<file path="config.mk">
export PLATFORM = sky130hd
export DESIGN_NAME = ldl_rr_arbiter
export DESIGN_NICKNAME = d
export VERILOG_FILES = /design/src/rtl/ldl_rr_arbiter.sv
export SDC_FILE = /design/constraint.sdc
export NUM_CORES = 1
export LEC_CHECK = 0
export ABC_AREA = 1
export CORE_MARGIN = 1
export CORE_UTILIZATION = 46
export DETAILED_ROUTE_END_ITERATION = 8
export PLACE_DENSITY_LB_ADDON = 0.15
export REMOVE_ABC_BUFFERS = 1
export SLEW_MARGIN = 20
export SYNTH_ARGS = -nofsm -noshare
export SYNTH_HDL_FRONTEND = slang
export SYNTH_SLANG_ARGS = --single-unit
</file>
<file path="constraint.sdc">
create_clock -name clk -period 2.4 [get_ports clk]
set_clock_uncertainty 0.05 [all_clocks]
set_input_delay 0.48 -clock clk [delete_from_list [all_inputs] [get_ports clk]]
set_output_delay 0.48 -clock clk [all_outputs]
set_load 0.02 [all_outputs]
</file>
<file path="src/rtl/ldl_rr_arbiter.sv">
// Round-robin arbiter: a rotating priority pointer feeds a lowest-index-first
// encoder, and the registered one-hot grant is held until release or hold-limit revoke.

module LDL_ring_shift_right #(
    parameter int WIDTH = 8,
    parameter int SW    = 3
) (
    input  logic [WIDTH-1:0] i_data,
    input  logic [SW-1:0]    i_sel,
    output logic [WIDTH-1:0] o_data
);
    logic [2*WIDTH-1:0] w_dbl;

    // Shifting the doubled vector makes bit k of the low half equal data[(sel+k) mod WIDTH].
    assign w_dbl  = {i_data, i_data};
    assign o_data = WIDTH'(w_dbl >> i_sel);
endmodule

module ldl_rr_arbiter #(
    parameter int WIDTH    = 8,
    parameter int MAX_HOLD = 0,
    parameter int HW       = 16
) (
    input  logic                     clk,
    input  logic                     rst_n,
    input  logic [WIDTH-1:0]         req,
    output logic [WIDTH-1:0]         gnt,
    output logic                     gnt_vld,
    output logic [$clog2(WIDTH)-1:0] gnt_idx,
    output logic                     revoke
);
    localparam int IW = $clog2(WIDTH);

    localparam logic [0:0] ST_IDLE  = 1'b0;
    localparam logic [0:0] ST_GRANT = 1'b1;

    // With no hold limit the counter only needs to stop before it wraps.
    localparam logic [HW-1:0] HOLD_SAT = (MAX_HOLD == 0) ? {HW{1'b1}} : HW'(MAX_HOLD);

    logic [0:0]       r_state;
    logic [IW-1:0]    r_ptr;
    logic [HW-1:0]    r_hold_cnt;

    logic [WIDTH-1:0] w_rot;
    logic [IW-1:0]    w_k;
    logic [IW-1:0]    w_win;
    logic [WIDTH-1:0] w_win_oh;
    logic             w_any_req;
    logic             w_owner_req;
    logic             w_others_req;
    logic             w_revoke;

    LDL_ring_shift_right #(
        .WIDTH (WIDTH),
        .SW    (IW)
    ) u_rot (
        .i_data (req),
        .i_sel  (r_ptr),
        .o_data (w_rot)
    );

    always_comb begin
        w_k = '0;
        for (int i = WIDTH - 1; i >= 0; i--) begin
            if (w_rot[i]) w_k = IW'(i);
        end
    end

    assign w_win        = r_ptr + w_k;
    assign w_win_oh     = {{(WIDTH-1){1'b0}}, 1'b1} << w_win;
    assign w_any_req    = |req;
    assign w_owner_req  = req[gnt_idx];
    assign w_others_req = |(req & ~gnt);
    assign w_revoke     = (MAX_HOLD != 0) && (r_hold_cnt == HOLD_SAT)
                          && w_owner_req && w_others_req;

    always_ff @(posedge clk) begin
        if (!rst_n) begin
            r_state    <= ST_IDLE;
            r_ptr      <= '0;
            r_hold_cnt <= '0;
            gnt        <= '0;
            gnt_vld    <= 1'b0;
            gnt_idx    <= '0;
            revoke     <= 1'b0;
        end else begin
            revoke <= 1'b0;
            case (r_state)
                ST_IDLE: begin
                    if (w_any_req) begin
                        r_state    <= ST_GRANT;
                        gnt        <= w_win_oh;
                        gnt_vld    <= 1'b1;
                        gnt_idx    <= w_win;
                        r_hold_cnt <= HW'(1);
                    end
                end
                default: begin
                    // Release is checked first so a simultaneous drop never pulses revoke.
                    if (!w_owner_req || w_revoke) begin
                        r_state    <= ST_IDLE;
                        gnt        <= '0;
                        gnt_vld    <= 1'b0;
                        gnt_idx    <= '0;
                        r_hold_cnt <= '0;
                        r_ptr      <= gnt_idx + IW'(1);
                        revoke     <= w_owner_req;
                    end else if (r_hold_cnt != HOLD_SAT) begin
                        r_hold_cnt <= r_hold_cnt + HW'(1);
                    end
                end
            endcase
        end
    end
endmodule

</file>
# Word-level counts from Yosys, hierarchy flattened
# Cells that the tools add are included.
dict set report classes {
  bitwise_logic 1
  muxes 22
  eq_ne 1
  add_sub_neg 2
  order_cmp 1
  shifts 2
  n_reduce_logical 4
}
# cell n
set op_table {}
lappend op_table {{$mux 3} 11}
lappend op_table {{$mux 8} 3}
lappend op_table {{$shr 16x3->8} 1}
lappend op_table {{$reduce_or 8->1} 1}
lappend op_table {{$shl 1x3->8 const A} 1}
lappend op_table {{$mux 1} 7}
lappend op_table {{$lt 3x4->1 const B} 1}
lappend op_table {{$reduce_and 2->1} 2}
lappend op_table {{$add 3x1->3 const B} 1}
lappend op_table {{$add 3x3->3} 1}
lappend op_table {{$bmux 1 s3} 1}
lappend op_table {{$ne 2x2->1 const B} 1}
lappend op_table {{$reduce_bool 2->1} 1}
lappend op_table {{$not 1->1} 1}
dict set report totals {
  reg_bits 16
  output_inout_bits 13
  inputBits 10
}

# Logic depth before layout (Yosys ltp)
dict set report depth {
  word_depth 13
  ltp_mapped 20
}

# By module
# From an unflattened synthesis, not the netlist that was laid out.
dict set report hier_totals {
  cells_unflattened 203
  hier_area_um2 1282.5
}
# mod area_per_inst_um2 n_inst cells_per_inst
set by_module_without_submodules {}
lappend by_module_without_submodules {ldl_rr_arbiter 945.9 1 141}
lappend by_module_without_submodules {LDL_ring_shift_right 336.6 1 62}

# Least setup slack after synthesis
# OpenSTA, ideal clock, no wires.
dict set report synth_timing {
  path_kind {reg-to-reg}
  start {register r_ptr[0]}
  end {register gnt[7]}
  n_path_buf 1
  period_less_slack_ps 2543
  setup_slack_ps -143
  arrival_ps 2358
  required_time_ps 2215
  stages_incl_launch_ff 21
  setup_ps 135
  cell_sequence {dfxtp_1 buf_6 inv_6 nand2_2 nand3_1 nand3_1 nand2_1 a31oi_1 o21ai_0 nand2_1 a21boi_0 ha_1 inv_1 fa_1 xor2_1 inv_1 nand3_2 nand2_4 clkinv_2 nand2_1 a21oi_2}
}
dict set report synth_between {
  elab_chain_len 13
}
# item line
set synth_lines {}
lappend synth_lines {{from (decl)} 41} ;# logic [IW-1:0] r_ptr;
lappend synth_lines {{from (signal assigned)} 106} ;# r_ptr <= gnt_idx + IW'(1);
lappend synth_lines {{$shr 16x3->8} 16} ;# assign o_data = WIDTH'(w_dbl >> i_sel);
lappend synth_lines {{$mux 3 (8 in series)} 65} ;# if (w_rot[i]) w_k = IW'(i);
lappend synth_lines {{$add 3x3->3 (*)} 69} ;# assign w_win = r_ptr + w_k;
lappend synth_lines {{$shl 1x3->8 (*)} 70} ;# assign w_win_oh = {{(WIDTH-1){1'b0}}, 1'b1} << w_win;
lappend synth_lines {{$mux 8 (*)} 90} ;# if (w_any_req) begin
lappend synth_lines {{$mux 8 (*)} 88} ;# case (r_state)
lappend synth_lines {{to (signal assigned)} 92} ;# gnt <= w_win_oh;
lappend synth_lines {{to (decl)} 27} ;# output logic [WIDTH-1:0] gnt,
# Mark *: on every way between the ends. The rest lies on a longest branch, timed or not. The select of a mux whose other input is x is not followed.
# A chain may end at the register's enable or synchronous reset.

# Final worst setup path
dict set report layout_timing {
  start {input req[1]}
  end {register gnt[7]}
}
dict set report layout_between {
  elab_chain_len 13
  elab_cells_between_ends 19
  classes_between {add/sub: 1; eq/ne: 1; shift: 2; mux: 12; reduce/logical: 3}
}
# item line
set layout_lines {}
lappend layout_lines {{from (decl)} 26} ;# input logic [WIDTH-1:0] req,
lappend layout_lines {{$shr 16x3->8} 16}
lappend layout_lines {{$mux 3 (8 in series)} 65}
lappend layout_lines {{$add 3x3->3} 69}
lappend layout_lines {{$shl 1x3->8} 70}
lappend layout_lines {{$mux 8} 90}
lappend layout_lines {{$mux 8} 88}
# Several ways; a longest one is shown, not always the timed one. The select of a mux whose other input is x is not followed.

==> results.json <==
{
  "reg2regPathDepth": 20,
  "clkPwrFrac_pct": 6.7,
  "finalCritPeriodShare_pct": 118.9,
  "min_path_cells": 2,
  "seq_area_frac_synth_pct": 25.88,
  "synth_top_area_cell": "dfxtp_1",
  "cp-start-kind": "input port",
  "rsz0062_at_grt": "yes",
  "rows": 18,
  "die_area_um2": 2901,
  "cts_tree": "done",
  "p_seq_share_pct": 15.6,
  "worstHoldStart": "gnt[4]",
  "ant_nets": 0,
  "firstDrtPassIters": 5,
  "gp_congestion": 0.8614,
  "layout.nets": 261,
  "grt_pass1_wl_um": 6334,
  "grt_remaining_overflow": 0,
  "path_max_fanout": 5,
  "track_usage_pct": 30.11,
  "vdd_drop_max_mv": 1.113,
  "swShare_pct": 50.29,
  "cp.arrival_ns": 2.99,
  "synth_area_um2": 1237,
  "ys_types": 33,
  "hold_end": "gnt[4]",
  "grtUsageMet1_pct": 36.56,
  "timing_max_transition_violations_final": 0,
  "grt_use_met2_pct": 52.47,
  "worstSetupPathType": "in -> reg",
  "drc_errors": 0,
  "reg2reg_from": "r_ptr[0]",
  "clockBufferDepth": 2,
  "critPathCaptureType": "flop",
  "comb_power_share_pct": 77.7,
  "fin_tns_setup_ns": -3.936,
  "coreArea_um2": 2500,
  "rr_endpoint": "gnt[7]",
  "setup_slack_ns": -0.4538,
  "p_total_mw": 2.812,
  "place_area_um2": 1687,
  "ys_seq_elements": 16,
  "ys_top_cells_by_area": "dfxtp_1, nand2_1, nand3_1",
  "hold_viol_final": 0,
  "final_cells": 277,
  "wl_um": 4615,
  "io-pin-count": 23,
  "die_w_um": 53.87,
  "setup_viol": 10,
  "postLayoutCellArea_um2": 2127,
  "htree_levels": 1,
  "start_util_pct": 49.50,
  "grt_pass1_vias": 1435,
  "n_antenna_cell": 0,
  "grtUsageMet3_pct": 6.497,
  "fin_crit_ns": 2.854,
  "worst_ep_required_time_ns": 2.53,
  "cap_violations": 0,
  "placement.io_buffers": 21,
  "p_int_mw": 1.398,
  "cts-root-buf": "clkbuf_4",
  "power_switching_mw": 1.414,
  "grt_start_max_net_pins": 12,
  "syn_inst": 187,
  "total_leakage_power_nw": 0.9482,
  "place_ws_ns": -0.9007,
  "syn_area_per_cell_um2": 6.617,
  "synth_top_area_share_pct": 25.88,
  "vias_per_cell": 5.780,
  "yosysWarnings": 0,
  "routedWlPerCell_um": 16.66,
  "status": "finished with violations",
  "ctsHoldBuffers": 0,
  "reg2reg_setup_slack_ns": -0.44,
  "timing.hold.worst.class": "reg -> reg",
  "busiest_layer": "met2",
  "die_h_um": 53.87,
  "path_clk_slew_ns": 0.11,
  "drt_iter0_drc": 61,
  "post-dp-hpwl_um": 2633,
  "violations": "negative setup slack",
  "powerDensity_nw_per_um2": 1322,
  "num_vias": 1601,
  "insertion_delay_ns": 0.29,
  "drive_above_1_share_pct": 52.23,
  "fmaxAchievable_mhz": 350.4,
  "antenna_found_initial": 0,
  "areaGrowthSynthToFinish_pct": 71.89,
  "cts.sink_count": 16,
  "place_inst": 262,
  "cts_buffers": 3
}
## area by class of cell
class                   count  area (µm²)
fillers                   142       372.9
inverters                  14       75.07
clock buffers               4       36.28
flip-flops and latches     16       321.6
repair inverters            1       8.758
well taps                  30       37.54
repair buffers             61       530.5
multi-input cells         151        1117
## stage by stage
step / util (%) / hold slack (ns)
2_1_floorplan: - / 0.4533
3_3_place_gp: 67.47 / 0.4001
3_5_place_dp: 67.47 / 0.4107
4_1_cts: 77.43 / 0.4294
5_1_grt: 85.09 / 0.4373
6_report: 85.09 / 0.4223
## synth_stat cells (all sizes together)
cell type and n:
nand3 27, buf 5, o21bai 1, nor4 2, mux2i 1, xor2 2
nor2 11, nand2 75, ha 2, nor3 2, dfxtp 16, nand4 1
o22ai 1, a31oi 2, a21oi 14, clkbuf 1, o21ai 6, conb 1
clkinv 1, fa 1, o211ai 1, inv 13, a21boi 1
## cells by family (layout without fill, tap and decap cells)
kind of cell | after synthesis | count (layout) | synth area share [%]
compound gates | 26 | 26 | 12.64
mux | 1 | 1 | 0.8089
flops | 16 | 16 | 25.88
buf+inv | 20 | 80 | 8.897
simple gates | 118 | 118 | 46.41
fa+ha+maj | 3 | 3 | 3.640
xor+xnor | 2 | 2 | 1.416
other cells | 1 | 1 | 0.3030
## cells in the final DEF (no fill, tap or decap), drive strengths merged
| cell type | instances |
|---|---|
| mux2i | 1 |
| clkbuf | 5 |
| inv | 14 |
| o211ai | 1 |
| dfxtp | 16 |
| dlygate4sd2 | 6 |
| nand2 | 75 |
| nor3 | 2 |
| nand4 | 1 |
| a21oi | 14 |
| fa | 1 |
| nor2 | 11 |
| a31oi | 2 |
| clkdlybuf4s15 | 1 |
| xor2 | 2 |
| nor4 | 2 |
| ha | 2 |
| buf | 40 |
| o21ai | 6 |
| a21boi | 1 |
| nand3 | 27 |
| o22ai | 1 |
| clkdlybuf4s50 | 13 |
| clkinv | 1 |
| o21bai | 1 |
| conb | 1 |
## sequential cells by signal, indices dropped and copies added (netlist names)
name and flops:
r_ptr 3, gnt 8, gnt_vld 1, gnt_idx 3
r_state 1
## worst max-delay path: stages
cell           delay (ns)
dlygate4sd2_1        0.35
nand2_4              0.11
nand3_4              0.08
nand3_2              0.09
nand2_2              0.12
a31oi_4              0.09
o21ai_2              0.12
nand2_1              0.07
a21boi_2             0.12
ha_2                 0.18
inv_2                0.04
fa_2                 0.40
xor2_2               0.20
inv_1                0.07
nand3_2              0.10
nand2_4              0.13
clkinv_4             0.09
nand2_2              0.08
a21oi_2              0.05
## worst max-delay path by stage
stage	from	to	slack (ns)
CTS	r_ptr[0]	gnt[5]	-0.32
global placement	req[5]	gnt[6]	-0.79
detailed placement	req[0]	gnt[6]	-0.90
global route	req[1]	gnt[7]	-0.57
finish	req[1]	gnt[7]	-0.45
floorplan	r_ptr[0]	gnt[7]	-0.25
## repair_timing
action,4_1_cts,5_1_grt
gates cloned,1,0
buffers inserted,7,3
setup endpoints to repair,10,10
resized for setup,53,36
pin swaps,18,20
## layer usage
layer	vias to the layer above	wire length, µm
met2	88	2311
met3	18	395
li1	739	-
met4	0	144
met1	756	1764
met5	-	0
## power by group through the flow
stage	registers [mW]	logic [mW]	clock network (mW)
2_1_floorplan	0.520	0.768	0
3_3_place_gp	0.434	1.45	0
3_5_place_dp	0.438	1.47	0
4_1_cts	0.434	1.79	0.186
5_1_grt	0.448	2.32	0.198
6_report	0.438	2.18	0.190
Note: power is estimated with default switching activity, not from simulation.
